`src/rtl/uart_tx_param.sv`:
```
// -----------------------------------------------------------------------------
// uart_tx_param
//
// Parametrised UART transmitter. Accepts a word over a valid/ready handshake
// and serialises it onto an idle-high line as:
//   start(0), DATA_WIDTH data bits, optional parity bit, STOP_BITS stop bits(1)
// Every line bit is held for CLKS_PER_BIT clock cycles. A new word may be
// accepted in the very last cycle of the final stop bit, so back-to-back
// frames leave no idle gap on the line.
//
// Parameters:
//   DATA_WIDTH   payload bits per frame (5..16)
//   CLKS_PER_BIT clock cycles per line bit (>= 1)
//   PARITY_MODE  0 = none, 1 = even, 2 = odd
//   STOP_BITS    1 or 2
//   LSB_FIRST    1 = data[0] first, 0 = data[DATA_WIDTH-1] first
//
// Ports:
//   CLK         rising-edge clock
//   ASYNCRESET  asynchronous, active-high reset
//   valid       producer offers a word
//   data        word to send, sampled only on the accept edge
//   ready       a word can be accepted this cycle
//   O           registered serial line, idle high
//   busy        a frame is in progress
//   done        one-cycle pulse in the final cycle of a frame
// -----------------------------------------------------------------------------
module uart_tx_param #(
  parameter int DATA_WIDTH   = 8,
  parameter int CLKS_PER_BIT = 16,
  parameter int PARITY_MODE  = 0,
  parameter int STOP_BITS    = 1,
  parameter int LSB_FIRST    = 1
) (
  input  logic                  CLK,
  input  logic                  ASYNCRESET,
  input  logic                  valid,
  input  logic [DATA_WIDTH-1:0] data,
  output logic                  ready,
  output logic                  O,
  output logic                  busy,
  output logic                  done
);

  // ---------------------------------------------------------------------------
  // Parameter legality, rejected at elaboration
  // ---------------------------------------------------------------------------
  if (DATA_WIDTH < 5 || DATA_WIDTH > 16) begin : g_bad_data_width
    $error("uart_tx_param: DATA_WIDTH must be in 5..16");
  end
  if (CLKS_PER_BIT < 1) begin : g_bad_clks_per_bit
    $error("uart_tx_param: CLKS_PER_BIT must be >= 1");
  end
  if (PARITY_MODE < 0 || PARITY_MODE > 2) begin : g_bad_parity_mode
    $error("uart_tx_param: PARITY_MODE must be 0, 1 or 2");
  end
  if (STOP_BITS < 1 || STOP_BITS > 2) begin : g_bad_stop_bits
    $error("uart_tx_param: STOP_BITS must be 1 or 2");
  end

  // ---------------------------------------------------------------------------
  // Derived constants
  // ---------------------------------------------------------------------------
  localparam int CNT_W = (CLKS_PER_BIT > 1) ? $clog2(CLKS_PER_BIT) : 1;
  localparam int IDX_W = $clog2(DATA_WIDTH);

  localparam logic [CNT_W-1:0] CNT_LAST   = CNT_W'(CLKS_PER_BIT - 1);
  localparam logic [IDX_W-1:0] IDX_LAST   = IDX_W'(DATA_WIDTH - 1);
  localparam logic             STOP_LAST  = 1'(STOP_BITS - 1);
  localparam bit               HAS_PARITY = (PARITY_MODE != 0);
  localparam bit               ODD_PARITY = (PARITY_MODE == 2);
  localparam bit               SEND_LSB   = (LSB_FIRST != 0);

  typedef enum logic [2:0] {
    IDLE,
    START,
    DATA,
    PARITY,
    STOP
  } state_t;

  // ---------------------------------------------------------------------------
  // State
  // ---------------------------------------------------------------------------
  state_t                state_q, state_d;
  logic [CNT_W-1:0]      cnt_q,   cnt_d;     // cycles spent in current line bit
  logic [IDX_W-1:0]      idx_q,   idx_d;     // data bit being sent
  logic                  stop_q,  stop_d;    // stop bit being sent
  logic [DATA_WIDTH-1:0] shift_q, shift_d;   // word, shifted out one bit at a time
  logic                  parity_q, parity_d;
  logic                  o_q,     o_d;

  logic bit_end;     // last cycle of the current line bit
  logic last_stop;   // last cycle of the whole frame
  logic accept;

  assign bit_end   = (cnt_q == CNT_LAST);
  assign last_stop = (state_q == STOP) && bit_end && (stop_q == STOP_LAST);

  // The late ready in the final stop cycle is what lets frames abut.
  assign ready  = (state_q == IDLE) || last_stop;
  assign done   = last_stop;
  assign busy   = (state_q != IDLE);
  assign O      = o_q;
  assign accept = valid && ready;

  // ---------------------------------------------------------------------------
  // Next-state logic
  // ---------------------------------------------------------------------------
  always_comb begin
    // NOTE: every signal written here gets a default first, so no path can
    // leave one unassigned and infer a latch.
    state_d  = state_q;
    cnt_d    = cnt_q;
    idx_d    = idx_q;
    stop_d   = stop_q;
    shift_d  = shift_q;
    parity_d = parity_q;

    // The baud counter only runs while a frame is on the line.
    if (state_q != IDLE) begin
      cnt_d = bit_end ? '0 : cnt_q + CNT_W'(1);
    end

    unique case (state_q)
      IDLE: begin
      end

      START: begin
        if (bit_end) begin
          state_d = DATA;
          idx_d   = '0;
        end
      end

      DATA: begin
        if (bit_end) begin
          if (idx_q == IDX_LAST) begin
            state_d = HAS_PARITY ? PARITY : STOP;
            stop_d  = 1'b0;
          end else begin
            idx_d   = idx_q + IDX_W'(1);
            // Move the next bit to be sent into the output position.
            shift_d = SEND_LSB ? (shift_q >> 1) : (shift_q << 1);
          end
        end
      end

      PARITY: begin
        if (bit_end) begin
          state_d = STOP;
          stop_d  = 1'b0;
        end
      end

      STOP: begin
        if (bit_end) begin
          if (stop_q == STOP_LAST) begin
            state_d = IDLE;
          end else begin
            stop_d = 1'b1;
          end
        end
      end

      default: state_d = IDLE;
    endcase

    // An accept overrides the normal progression; in the final stop cycle this
    // is what turns STOP -> IDLE into STOP -> START.
    if (accept) begin
      state_d  = START;
      cnt_d    = '0;
      idx_d    = '0;
      stop_d   = 1'b0;
      shift_d  = data;
      parity_d = ODD_PARITY ? ~(^data) : (^data);
    end
  end

  // The line value is derived from the *next* state so that O is a plain
  // register yet changes on the same edge as the state it belongs to.
  always_comb begin
    o_d = 1'b1;
    unique case (state_d)
      START:   o_d = 1'b0;
      DATA:    o_d = SEND_LSB ? shift_d[0] : shift_d[DATA_WIDTH-1];
      PARITY:  o_d = parity_d;
      default: o_d = 1'b1;
    endcase
  end

  // ---------------------------------------------------------------------------
  // Registers
  // ---------------------------------------------------------------------------
  always_ff @(posedge CLK or posedge ASYNCRESET) begin
    if (ASYNCRESET) begin
      state_q  <= IDLE;
      cnt_q    <= '0;
      idx_q    <= '0;
      stop_q   <= 1'b0;
      // NOTE: the shift register is a handful of flops, not a memory array, so
      // it is reset with everything else and never holds stale data.
      shift_q  <= '0;
      parity_q <= 1'b0;
      o_q      <= 1'b1;
    end else begin
      // NOTE: non-blocking assignments only in clocked blocks, so every
      // register samples the pre-edge values regardless of statement order.
      state_q  <= state_d;
      cnt_q    <= cnt_d;
      idx_q    <= idx_d;
      stop_q   <= stop_d;
      shift_q  <= shift_d;
      parity_q <= parity_d;
      o_q      <= o_d;
    end
  end

endmodule

```
`config.mk`:
```
export PLATFORM = sky130hd
export DESIGN_NAME = uart_tx_param
export DESIGN_NICKNAME = d
export VERILOG_FILES = /design/src/rtl/uart_tx_param.sv
export SDC_FILE = /design/constraint.sdc
export NUM_CORES = 1
export LEC_CHECK = 0
export ABC_AREA = 1
export CORE_UTILIZATION = 31
export DETAILED_ROUTE_END_ITERATION = 7
export REMOVE_ABC_BUFFERS = 1
export SYNTH_ARGS = -nofsm -noshare
export SYNTH_HDL_FRONTEND = slang
export SYNTH_SLANG_ARGS = --single-unit
```
`constraint.sdc`:
```
create_clock -name CLK -period 2.7 [get_ports CLK]
set_input_delay 0.54 -clock CLK [delete_from_list [all_inputs] [get_ports CLK]]
set_output_delay 0.54 -clock CLK [all_outputs]
set_load 0.02 [all_outputs]
```
==> impl_metrics.toml, run 1 <==
[run_status]
status = "complete, no violations"

[clock_network]
cts_resized = 0
cts_buffer_depth = 2
cts-root-buf = "clkbuf_8"
cts_max_level = 1
clk_latency_ns = 0.26
cts_tree = "built"
cts_num_sinks = 20
cts_buffers = 3
clkTransAtPathRegs_ns = 0.07
cts_setup_buffers = 0
cts_hold_buf = 0

[worst_setup_path]
rrSetupSlack_ns = 0.99
cp.arrival_ns = 1.92
startpoint_type = "register"
reg2reg_depth = 8
crit_family = "buffers and inverters"
cp-startpoint = "cnt_q[0]$_DFFE_PP0P_"
required_ns = 2.16
cp_cell_sequence = "ha_1 -> nand3_4 -> a21oi_4 -> clkdlybuf4s50_1"
crit_buf_inv = 1
critPathCaptureType = "output pin"
worstReg2RegStart = "cnt_q[0]$_DFFE_PP0P_"
timing_worst_setup_path_type = "register to output pin"
worstPathMaxFanout = 9
max_stage_delay_ns = 0.62
setup.worst_path.end = "ready"
reg2reg_to = "shift_q[6]$_DFFE_PP0P_"
slowest_stage = "clkdlybuf4s50_1"
crit_cells = 4

[synthesis]
synth_cell_types = 32
synth_warnings = 0
syn_area_sq_um = 1320
avgSynthCellArea_sq_um = 7.85
ys_ff_latch = 20
seq_area_frac_synth = 0.380
syn_inst = 168

[cells_and_area]
drive_gt1_frac = 0.163
antenna_cells = 0
final_util = 0.383
nFillCells = 428
final_nets = 199
area_growth_pct = 17.1

[timing]
rsz0062_at_grt = "no"
setup_viol = 0
finalHoldViolations = 0
tns_ns = 0
whs_ns = 0.487
period_needed_ns = 2.46
slew_headroom = 0.496
tightest_slew_ns = 0.755
fmax_mhz = 406
finalCritPeriodShare = 0.913
drv_slew = 0
finalClockSkew_ns = 0.00501

[detailed_routing]
firstDrtPassIters = 4
antenna_left = 0
route.vias.total = 1059
wl_microns = 2330
drc_errors = 0
viasPerCell = 4.53
drt_iter0_drc = 40
wl_per_cell_microns = 9.95

[global_routing]
track_usage = 0.122
grt_max_degree = 21
grt_pass1_vias = 917
grt_pass1_wl_microns = 4040
grt-ovfl-total = 0
antenna_found_initial = 0

[floorplanning]
io_pins = 15
dieArea_sq_um = 4520
rows = 23
core_sq_um = 4030
initial_core_util = 0.327
die_y_microns = 67.2
die_x_microns = 67.2

[placement]
numPortBuffers = 14
gp_congestion = 0.771
dp_hpwl_microns = 1780

[power_and_ir_drop]
p_per_area_nw_per_um2 = 360
vdd_drop_max_uv = 237
leakage_nw = 0.801

[flow_run]
cap_violations = 0

[min_path]
hp-class = "register to register"
per-stage QoR:
| step | cell area (sq um) | total power, mW | cells | setup WS [ns] |
|---|---|---|---|---|
| floorplan | 1300 | 0.337 | 166 | 1.06 |
| finish | 1540 | 0.556 | 234 | 0.236 |
| global placement | 1500 | 0.363 | 230 | 0.550 |
| global route | 1540 | 0.583 | 234 | 0.147 |
| CTS | 1540 | 0.567 | 234 | 0.223 |
| detailed placement | 1500 | 0.363 | 230 | 0.513 |
final cells by class:
class	instances	area (sq um)	area share
Tap cell	50	62.6	0.0405
Timing Repair Buffer	14	140	0.0908
Sequential cell	20	502	0.325
Clock buffer	4	45.0	0.0292
Multi-Input combinational cell	114	668	0.433
Inverter	32	126	0.0818
flip-flops by register name (all words and copies together) (netlist names):
name      cells
shift_q       8
cnt_q         4
idx_q         3
state_q       3
O             1
parity_q      1
worst min path at each step:
stage | from | to | slack (ns) | depth (start not counted)
finish | shift_q[6]$_DFFE_PP0P_ | shift_q[5]$_DFFE_PP0P_ | 0.49 | 2
global route | idx_q[0]$_DFFE_PP0P_ | idx_q[0]$_DFFE_PP0P_ | 0.51 | 1
CTS | idx_q[0]$_DFFE_PP0P_ | idx_q[0]$_DFFE_PP0P_ | 0.49 | 1
detailed placement | shift_q[6]$_DFFE_PP0P_ | shift_q[5]$_DFFE_PP0P_ | 0.48 | 2
global placement | shift_q[6]$_DFFE_PP0P_ | shift_q[5]$_DFFE_PP0P_ | 0.47 | 2
floorplan | idx_q[0]$_DFFE_PP0P_ | idx_q[0]$_DFFE_PP0P_ | 0.45 | 1
metal layers:
layer,routed length [microns],track usage
met5,0,0
met4,39,0.0559
met3,94,0.0304
met2,1050,0.180
met1,1150,0.165
tightest hold or removal path, cell delays in order, from the launching register on:
cell,delay [ns]
dfrtp_1,0.34
nand2_1,0.06
o221ai_2,0.05
cell families (layout without fill, tap and decap cells):
group,count (synthesis),after routing,share of synthesized area
xor+xnor,1,1,0.00664
fa+ha+maj,3,3,0.0285
compound gates,20,20,0.145
buf+inv,34,50,0.113
flops,20,20,0.380
simple gates,90,90,0.326
power by group:
group | total (mW) | internal, mW | switching, mW
Sequential | 0.300 | 0.300 | 0
Clock | 0.200 | 0.105 | 0.0946
Combinational | 0.0568 | 0.0241 | 0.0327
layout by cell type (no fill, tap or decap), drive strengths merged, types with 2 or more instances in the layout:
master	n
a21oi	6
clkbuf	4
clkdlybuf4s50	14
clkinv	2
dfrtp	19
ha	3
inv	30
nand2	60
nand3	14
nand4	2
nor2	12
o21ai	3
o221ai	6
o22ai	2
synthesized netlist by cell type:
cell / instances / area (sq um)
nand2_1: 56 / 210
inv_1: 25 / 93.8
dfrtp_1: 19 / 475
nand3_1: 10 / 50.1
nor2_1: 10 / 37.5
o221ai_2: 6 / 90.1
a21oi_1: 5 / 25.0
inv_2: 5 / 18.8
ha_1: 3 / 37.5
buf_6: 2 / 22.5
nand2_2: 2 / 12.5
nand2_4: 2 / 22.5
nand3_2: 2 / 20.0
nand3_4: 2 / 35.0
nand4_1: 2 / 12.5
a211oi_1: 1 / 7.51
a21boi_1: 1 / 7.51
a21oi_4: 1 / 16.3
a22oi_1: 1 / 7.51
and2_1: 1 / 6.26
clkinv_2: 1 / 5.00
clkinv_4: 1 / 8.76
dfstp_2: 1 / 26.3
nor2_2: 1 / 6.26
nor2_4: 1 / 11.3
o21ai_0: 1 / 5.00
o21ai_1: 1 / 5.00
o21ai_2: 1 / 8.76
o22ai_1: 1 / 6.26
o22ai_2: 1 / 12.5
or2_1: 1 / 6.26
xnor2_1: 1 / 8.76
(Power assumes the default switching activity.)
==> run 2: changes to the inputs <==
--- a/config.mk
+++ b/config.mk
@@ -6,7 +6,8 @@
 export NUM_CORES = 1
 export LEC_CHECK = 0
 export ABC_AREA = 1
-export CORE_UTILIZATION = 31
+export CAP_MARGIN = 20
+export CORE_UTILIZATION = 35
 export DETAILED_ROUTE_END_ITERATION = 7
 export REMOVE_ABC_BUFFERS = 1
 export SYNTH_ARGS = -nofsm -noshare
==> impl_metrics.toml, run 2 (synthesis results as in run 1) <==
[timing]
fin_ws_ns = 0.242
setup_viol = 0
drv_slew = 0
period_needed_ns = 2.46
finalHoldViolations = 0
tightest_slew_ns = 0.751
fmax_mhz = 407
rsz0062_at_grt = "no"
finalCritPeriodShare = 0.910
tns_ns = 0
slew_headroom = 0.499
finalClockSkew_ns = 0.00612

[worst_setup_path]
timing_worst_setup_path_type = "register to output pin"
cp.arrival_ns = 1.92
rrSetupSlack_ns = 0.99
required_ns = 2.16
worstReg2RegStart = "cnt_q[0]$_DFFE_PP0P_"
worstPathMaxFanout = 9
reg2reg_to = "shift_q[6]$_DFFE_PP0P_"
reg2reg_depth = 8
critPathCaptureType = "output pin"
startpoint_type = "register"

[floorplanning]
rows = 21
dieArea_sq_um = 4020
die_y_microns = 63.4
core_sq_um = 3470
initial_core_util = 0.380
io_pins = 15
die_x_microns = 63.4

[cells_and_area]
largest-register = "shift_q"
area_growth_pct = 18.7
layout_common_cells = "56 x nand2_1, 25 x inv_1, 19 x dfrtp_1"
fin_area_sq_um = 1570
drive_gt1_frac = 0.168
largest_reg_flops = 8
final_nets = 199
layout_commonest_cell = "nand2_1"
antenna_cells = 0
largestRegisters = "shift_q (8), cnt_q (4)"

[detailed_routing]
antenna_left = 0
wl_per_cell_microns = 10.9
firstDrtPassIters = 4
drc_errors = 0
drt_iter0_drc = 50
route.vias.total = 1068
viasPerCell = 4.64
wl_microns = 2510

[clock_network]
clkTransAtPathRegs_ns = 0.07
cts_buffers = 3
cts_max_level = 1
clk_latency_ns = 0.26
cts-root-buf = "clkbuf_8"
cts_hold_buf = 0
cts_num_sinks = 20
cts_tree = "built"
cts_setup_buffers = 0
cts_resized = 0
cts_buffer_depth = 2

[power_and_ir_drop]
vdd_drop_max_uv = 250
finalPower_mw = 0.660
leakage_nw = 0.814
p_per_area_nw_per_um2 = 422

[min_path]
min_to = "shift_q[4]$_DFFE_PP0P_"
hold_path_depth = 2
hold_start = "shift_q[4]$_DFFE_PP0P_"
hp-class = "register to register"

[placement]
dp_hpwl_microns = 2010
gp_congestion = 0.730
dp_slack_ns = 0.517
placed_area_sq_um = 1490
numPortBuffers = 14

[global_routing]
grt_pass1_wl_microns = 4610
grt_pass1_vias = 1047
track_usage = 0.143
grt-ovfl-total = 0
antenna_found_initial = 0
grt_max_degree = 21

[run_status]
status = "complete, no violations"

[flow_run]
cap_violations = 0
-- run 2: cell count changes in the layout (fill, tap and decap cells not counted), sizes merged --
cell,change
clkbuf,-1
bufinv,+1
-- run 2: how the worst max path moves through the flow --
stage	cells past startpoint	startpoint	end
CTS	4	cnt_q[0]$_DFFE_PP0P_	ready
global route	4	cnt_q[0]$_DFFE_PP0P_	ready
floorplan	8	cnt_q[0]$_DFFE_PP0P_	shift_q[1]$_DFFE_PP0P_
finish	4	cnt_q[0]$_DFFE_PP0P_	ready
global placement	4	cnt_q[0]$_DFFE_PP0P_	ready
detailed placement	4	cnt_q[0]$_DFFE_PP0P_	ready
-- run 2: worst max-delay path, cell delays in order, from the launching register on --
cell and delay (ns):
dfrtp_1 0.41, ha_1 0.27, nand3_4 0.16, a21oi_4 0.19, clkdlybuf4s50_1 0.62
-- run 2: report_power, final --
group | switching, mW | leakage (nW) | internal (mW)
Clock | 0.105 | 0.0357 | 0.198
Sequential | 0 | 0.230 | 0.299
Combinational | 0.0332 | 0.548 | 0.0240
Total | 0.139 | 0.814 | 0.521
-- run 2: cell type report --
class | count | area (sq um)
fill | 340 | 1900
multi-input combinational | 114 | 668
sequential | 20 | 502
timing repair buffer | 14 | 140
inverter | 32 | 126
tap | 46 | 57.6
clock buffer | 3 | 41.3
clock inverter | 1 | 30.0
-- run 2: layer usage --
layer / global-route usage / vias up / wire length, microns
met3: 0.0163 / 2 / 52
met1: 0.188 / 488 / 1230
met4: 0.0426 / 0 / 21
met5: 0 / - / 0
li1: - / 565 / -
met2: 0.245 / 13 / 1210
-- run 2: per-stage QoR --
stage	hold WS, ns	util	cells
after CTS	0.499	0.451	230
after detailed placement	0.475	0.431	226
after floorplan	0.454	-	166
after global routing	0.520	0.451	230
final	0.496	0.451	230
after global placement	0.473	0.431	226
